`src/rtl/shifter_pkg.sv`:
```
// Shared types and direction constants for the pipelined barrel shifter.
// Mode 2'b11 is reserved and decodes as a logical shift.
package shifter_pkg;

  typedef enum logic [1:0] {
    LOGICAL = 2'b00,
    ARITH   = 2'b01,
    ROTATE  = 2'b10,
    RSVD    = 2'b11
  } shift_mode_t;

  localparam logic DIR_RIGHT = 1'b0;
  localparam logic DIR_LEFT  = 1'b1;

endpackage

```
`src/rtl/shift_stage.sv`:
```
// One barrel-shifter stage: conditional shift by 2**K, then an enabled pipeline register.
// Rotate support is compiled in only when SHIFTER_ROTATE_EN is defined; otherwise rotate decodes as logical.
module shift_stage
  import shifter_pkg::*;
#(
  parameter int W = 8,
  parameter int K = 0
) (
  input  logic                 clk,
  input  logic                 reset,
  input  logic                 en_i,
  input  logic                 vld_i,
  input  logic [W-1:0]         dat_i,
  input  logic [$clog2(W)-1:0] amt_i,
  input  logic                 dir_i,
  input  shift_mode_t          mode_i,
  output logic                 vld_o,
  output logic [W-1:0]         dat_o,
  output logic [$clog2(W)-1:0] amt_o,
  output logic                 dir_o,
  output shift_mode_t          mode_o
);

  localparam int S = 2 ** K;

  logic [W-1:0]         dat_d;
  logic                 vld_q;
  logic [W-1:0]         dat_q;
  logic [$clog2(W)-1:0] amt_q;
  logic                 dir_q;
  shift_mode_t          mode_q;

  // Arithmetic right stays correct across stages because each stage preserves the sign bit.
  always_comb begin
    dat_d = dat_i;
    if (amt_i[K]) begin
      case (dir_i)
        DIR_LEFT:  dat_d = dat_i << S;
        DIR_RIGHT: begin
          if (mode_i == ARITH) dat_d = $signed(dat_i) >>> S;
          else                 dat_d = dat_i >> S;
        end
      endcase
`ifdef SHIFTER_ROTATE_EN
      if (mode_i == ROTATE) begin
        if (dir_i == DIR_LEFT) dat_d = (dat_i << S) | (dat_i >> (W - S));
        else                   dat_d = (dat_i >> S) | (dat_i << (W - S));
      end
`endif
    end
  end

  always_ff @(posedge clk) begin
    if (reset) begin
      vld_q  <= 1'b0;
      dat_q  <= '0;
      amt_q  <= '0;
      dir_q  <= DIR_RIGHT;
      mode_q <= LOGICAL;
    end else if (en_i) begin
      vld_q  <= vld_i;
      dat_q  <= dat_d;
      amt_q  <= amt_i;
      dir_q  <= dir_i;
      mode_q <= mode_i;
    end
  end

  assign vld_o  = vld_q;
  assign dat_o  = dat_q;
  assign amt_o  = amt_q;
  assign dir_o  = dir_q;
  assign mode_o = mode_q;

endmodule

```
`src/rtl/pipelined_barrel_shifter.sv`:
```
// N-stage pipelined barrel shifter with valid/ready handshake; one result per cycle, latency N.
// A single global enable freezes every stage when the output is held; rotate gated by SHIFTER_ROTATE_EN.
module pipelined_barrel_shifter
  import shifter_pkg::*;
#(
  parameter  int N = 3,
  localparam int W = 2 ** N
) (
  input  logic         clk,
  input  logic         reset,
  input  logic         in_valid,
  output logic         in_ready,
  input  logic [W-1:0] a,
  input  logic [N-1:0] amt,
  input  logic         dir,
  input  logic [1:0]   mode,
  output logic         out_valid,
  input  logic         out_ready,
  output logic [W-1:0] y
);

  logic         en;
  logic         vld_s  [N+1];
  logic [W-1:0] dat_s  [N+1];
  logic [N-1:0] amt_s  [N+1];
  logic         dir_s  [N+1];
  shift_mode_t  mode_s [N+1];

  // Bubbles advance with the pipe, so the enable only needs to look at the last stage.
  assign en       = out_ready || !out_valid;
  assign in_ready = en;

  assign vld_s[0]  = in_valid;
  assign dat_s[0]  = a;
  assign amt_s[0]  = amt;
  assign dir_s[0]  = dir;
  assign mode_s[0] = shift_mode_t'(mode);

  for (genvar k = 0; k < N; k++) begin : g_stage
    shift_stage #(
      .W (W),
      .K (k)
    ) u_stage (
      .clk    (clk),
      .reset  (reset),
      .en_i   (en),
      .vld_i  (vld_s[k]),
      .dat_i  (dat_s[k]),
      .amt_i  (amt_s[k]),
      .dir_i  (dir_s[k]),
      .mode_i (mode_s[k]),
      .vld_o  (vld_s[k+1]),
      .dat_o  (dat_s[k+1]),
      .amt_o  (amt_s[k+1]),
      .dir_o  (dir_s[k+1]),
      .mode_o (mode_s[k+1])
    );
  end

  assign out_valid = vld_s[N];
  assign y         = dat_s[N];

endmodule
```
`config.mk`:
```
export PLATFORM = sky130hd
export DESIGN_NAME = pipelined_barrel_shifter
export DESIGN_NICKNAME = d
export VERILOG_FILES = /design/src/rtl/shifter_pkg.sv /design/src/rtl/shift_stage.sv /design/src/rtl/pipelined_barrel_shifter.sv
export SDC_FILE = /design/constraint.sdc
export NUM_CORES = 1
export LEC_CHECK = 0
export ABC_CLOCK_PERIOD_IN_PS = 2300
export CORE_ASPECT_RATIO = 1.75
export CORE_UTILIZATION = 57
export CTS_CLUSTER_DIAMETER = 80
export DETAILED_ROUTE_END_ITERATION = 16
export GPL_TIMING_DRIVEN = 0
export PLACE_DENSITY = 0.85
export RECOVER_POWER = 50
export SYNTH_ARGS = -nofsm -noshare
export SYNTH_HDL_FRONTEND = slang
export SYNTH_SLANG_ARGS = --single-unit
```
`constraint.sdc`:
```
create_clock -name clk -period 2.3 [get_ports clk]
set_input_delay 0.345 -clock clk [delete_from_list [all_inputs] [get_ports clk]]
set_output_delay 0.345 -clock clk [all_outputs]
set_load 0.1 [all_outputs]
```
Word level (Yosys, flattened, before mapping)
Cells that the tools add are included.

cells by class
  eq/ne operators = 3
  multiplexer cells = 9
  bitwise logic cells = 3
  reduce and logical (&&, ||, !) cells = 2

operator list
  cell                                                              number
  8-bit two-way mux                                                 6
  8-bit case mux with 2 select lines                                3
  2-bit by 1-bit == test with 1-bit output (second input constant)  3
  1-bit inverter                                                    3
  1-bit logical NOT                                                 1
  1-bit logical OR                                                  1

storage, ports and cells
  flip-flop bits (word level) = 39
  input port bits = 18
  output and inout port bits = 10

Logic depth before layout (Yosys ltp)
Gate-level depths: netlist of the first run.

  depth after elaboration = 4
  mapped depth = 5

Cells and area by module
From an unflattened synthesis of the first run, not the netlist that was laid out.

unflattened totals
  cell total of the unflattened synthesis = 211
  area total of the unflattened synthesis = 2035.7 um2

modules (own cells, without submodules)
  module                            times used  cells each  area each (um2)
  shift_stage (g_stage[0].u_stage)  1           75          710.7
  shift_stage (g_stage[1].u_stage)  1           70          706.9
  shift_stage (g_stage[2].u_stage)  1           65          611.8
  pipelined_barrel_shifter          1           1           6.3

Least setup slack after synthesis of the first run
Ideal clock, no wire load.

  kind = reg-to-reg
  start point = register g_stage[2].u_stage.vld_q
  end point = register g_stage[0].u_stage.dat_q[0]
  setup time = 0.091 ns
  arrival time = 1.901 ns
  path slack = 0.309 ns
  stages on the path, launching flop included = 5
  clock period less this slack = 1.991 ns
  path through = dfxtp_1 -> nor2b_4 -> inv_2 -> buf_2 -> a311oi_1

between the ends
  word-level cells in the longest chain between the ends = 2

ends and longest elaborated chain
  what                    line                            RTL
  from (decl)             shift_stage.sv:27               logic vld_q;
  from (signal assigned)  shift_stage.sv:61               vld_q <= vld_i;
  1-bit logical NOT       pipelined_barrel_shifter.sv:30  assign en = out_ready || !out_valid;
  1-bit logical OR        pipelined_barrel_shifter.sv:30
  net in_ready            pipelined_barrel_shifter.sv:12  output logic in_ready,
  to (signal assigned)    shift_stage.sv:62               dat_q <= dat_d;
  to (decl)               shift_stage.sv:28               logic [W-1:0] dat_q;

The timed path passes the listed nets, and every way through them passes these cells.
A chain may end at the register's enable or synchronous reset.

Worst setup path in the final report of the first run
  start point = input out_ready
  end point = output in_ready

between the ends
  word-level cells in the longest chain between the ends = 1

ends and longest elaborated chain
  what              line                            RTL
  from (decl)       pipelined_barrel_shifter.sv:18  input logic out_ready,
  1-bit logical OR  pipelined_barrel_shifter.sv:30
  to (decl)         pipelined_barrel_shifter.sv:12

Every way passes these cells.

==> run_results.csv, run 1 <==
group,metric,value,unit
synth,synth_warnings,0,
clock_tree,path_clk_slew,0.07,ns
routing,wl_met3,129,µm
clock_tree,cts_root_buffer,"clkbuf_8",
timing,timing.slew.headroom,35.5,%
timing,clock.fmax,448,MHz
job,maxCapViolCount,0,
cells_and_area,fillCellCount,244,
synth,yosysTopAreaCell,"dfxtp_1",
synth,netlist_area,1790,µm²
timing,drv_slew,0,
timing,setup_slack,0.0698,ns
routing,totalWireLength,3940,µm
routing,dr_wl_met2,2150,µm
worst_hold_path,min_path_type,"in -> reg",
worst_setup_path,crit_chain,"clkdlybuf4s50_1, nor2b_1, inv_2, buf_2, clkdlybuf4s15_2",
pwr,total_power,1.41,mW
timing,final.period_utilization,97.0,%
cells_and_area,fin_cells,283,
floorplanning,die_area,3370,µm²
routing,drc_errors,0,
clock_tree,cts.sinks,36,
synth,synth_cell_types,29,
global_routing,track_usage,25.9,%
floorplanning,rows,26,
cells_and_area,layout-drive-gt1-share,13.3,%
run_status,outcome,"completed",
routing,vias_per_cell,5.59,
worst_setup_path,end_kind,"primary output",
floorplanning,die_w,44.3,µm
routing,firstDrtPassIters,4,
worst_setup_path,crit_fanout,10,
routing,vias,1583,
global_routing,overflow,0,
clock_tree,clock_latency,0.29,ns
clock_tree,h-tree-depth,2,
place,gp_congestion,0.937,
worst_setup_path,start_kind,"input pin",
synth,synth_fp_nets,227,
pwr,ir_worst_vdd,545,µV
pwr,p_leak,0.825,nW
cells_and_area,syn2layout_area_growth,19.9,%
floorplanning,io_pins,28,
timing,skew,0.00487,ns
floorplanning,start_util,60.3,%
pwr,p_per_area,660,nW/µm²
routing,drtIter0Drc,38,
routing,wl_met1,1520,µm
worst_setup_path,worstPathArrival,1.89,ns
timing,final-hold-violation-count,0,
worst_setup_path,r2r_cells,5,
floorplanning,die_height,76.0,µm
place,hpwl,2870,µm
synth,synthCells,209,
worst_hold_path,hold_depth,3,
floorplanning,core,2960,µm²
timing,post-route-min-period,2.23,ns
timing,finalSetupViolCount,0,
routing,wire_per_inst,13.9,µm
synth,synth-seq-cells,36,
clock_tree,cts.path.max_buffers,2,
routing,ant_nets,0,
global_routing,grt_antenna_before_repair,0,
synth,synth.avg_cell_area,8.54,µm²
global_routing,grt_pass1_vias,1484,
worst_setup_path,critPathKind,"in -> out",
synth,ys_seq_area_share,40.4,%
worst_setup_path,required,1.96,ns
timing,worstMarginPinSlew,0.964,ns
global_routing,grt_pass1_wl,6450,µm
clock_tree,cts_tree,"done",
timing,finalSetupTns,0,ns
place,port_buffers,25,
global_routing,grt_max_degree,11,
worst_setup_path,crit_slowest_cell,"clkdlybuf4s15_2",
routing,routed.top_layer,"met4",
clock_tree,hold_buffers,0,
cells_and_area,fin_util,72.3,%
cells_and_area,diodes,0,
synth,ys_top_cells_by_area,"dfxtp_1 40%, nand2_1 9.7%, a21oi_1 6.4%, mux2i_1 5.6%, a211o_1 4.9%",
cells_and_area,finalNetCount,259,
place,dp_slack,-0.497,ns
clock_tree,cts-buffers-inserted,5,
worst_setup_path,critPathMaxStageDelay,0.59,ns
place,placed_cells,276,
timing,rsz0062_at_grt,"false",
synth,yosys.area.top_type_share,40.4,%
-- metal layers --
layer / vias to the layer above / track usage (%)
li1: 782 / -
met1: 740 / 26.5
met2: 48 / 42.9
met3: 13 / 6.87
met4: 0 / 17.9
met5: - / 0
-- state kept, by name, summed over array words and instances (netlist names) --
register                flops
g_stage.u_stage.amt_o       3
g_stage.u_stage.mode_o      4
g_stage.u_stage.vld_o       3
g_stage.u_stage.dir_o       2
g_stage.u_stage.dat_o      24
-- through the flow --
step | instance area [µm²] | hold slack, ns
after floorplan | 1790 | 0.427
after global placement | 2090 | 0.436
after detailed placement | 2090 | 0.446
after CTS | 2170 | 0.336
after global routing | 2140 | 0.359
final | 2140 | 0.345
-- power by group --
group          switching [mW]  total (mW)  internal (mW)
Combinational           0.169       0.291          0.122
Clock                   0.219       0.425          0.206
Sequential             0.0313       0.697          0.666
Total                   0.419        1.41          0.993
-- cell families (layout without fill, tap and decap cells) --
kind of cell | count (synthesis) | count (layout) | share of synthesized area, %
and+or+nand+nor | 84 | 84 | 21.9
AOI/OAI and AO/OA | 53 | 53 | 21.9
DFF | 36 | 36 | 40.4
buffers and inverters | 26 | 58 | 10.3
muxes | 10 | 10 | 5.61
-- path summary, 6_finish.rpt --
path | endpoint | slack (ns) | start
setup reg to reg | g_stage[2].u_stage.dat_o[4] | 0.29 | g_stage[2].u_stage.vld_o
hold / removal | g_stage[0].u_stage.dir_o | 0.35 | dir
setup / recovery | in_ready | 0.07 | out_ready
hold reg to reg | g_stage[0].u_stage.amt_o[2] | 0.46 | g_stage[0].u_stage.amt_o[2]
-- worst max-delay path, delay by kind of cell --
family / cells / cell delay (ns)
simple gates: 1 / 0.08
buf+inv: 4 / 1.46
-- cells in the final DEF, fill, tap and decap left out --
master           Yosys  final
a211o_1             10     10
a211oi_1             1      1
a21oi_1             23     23
a21oi_2              2      2
a221oi_1             3      3
a221oi_2             4      4
a311o_1              3      3
a311oi_1             3      3
and4bb_2             1      1
buf_1                1      1
buf_2                5      2
buf_4                9      9
buf_6                6      4
clkbuf_1             2      8
clkbuf_2             1      1
clkbuf_8             0      5
clkdlybuf4s15_2      0      1
clkdlybuf4s50_1      0     24
clkinv_2             0      1
dfxtp_1             36     36
inv_1                1      1
inv_2                1      1
mux2i_1             10     10
nand2_1             46     46
nand2b_1             3      3
nand3b_1             4      4
nand4bb_1            2      2
nor2_1              22     22
nor2b_1              1      2
nor3_1               3      3
nor3_4               1      1
o21ai_0              4      4
-- synthesized netlist by cell type, drive strengths merged --
library cell	instances
nand4bb	2
a211o	10
nand2	46
nand2b	3
nor2	22
a221oi	7
a311o	3
nand3b	4
and4bb	1
o21ai	4
a211oi	1
mux2i	10
nor3	4
clkbuf	3
buf	21
dfxtp	36
a311oi	3
a21oi	25
nor2b	2
inv	2
-- layout make-up --
cell class	instances	area, µm²	share of cell area (%)
multi-input combinational	147	873	40.8
buffer	24	158	7.36
clock buffer	6	72.6	3.39
inverter	2	7.51	0.351
tap	42	52.6	2.45
sequential	36	721	33.7
clock inverter	1	5.00	0.234
timing repair buffer	25	251	11.7
-- what timing repair did --
action                                  CTS  global route
endpoints found under the setup margin    1             0
buffers inserted                          0             0
resized for setup                         3             0
Note: power is estimated with default switching activity, not from simulation.
==> run 2, diff against run 1 <==
--- a/config.mk
+++ b/config.mk
@@ -7,6 +7,7 @@
 export LEC_CHECK = 0
 export ABC_CLOCK_PERIOD_IN_PS = 2300
 export CORE_ASPECT_RATIO = 1.75
+export CORE_MARGIN = 1
 export CORE_UTILIZATION = 57
 export CTS_CLUSTER_DIAMETER = 80
 export DETAILED_ROUTE_END_ITERATION = 16
==> results of run 2 <==
Final layout, timing and power as in run 1 (identical DEF).
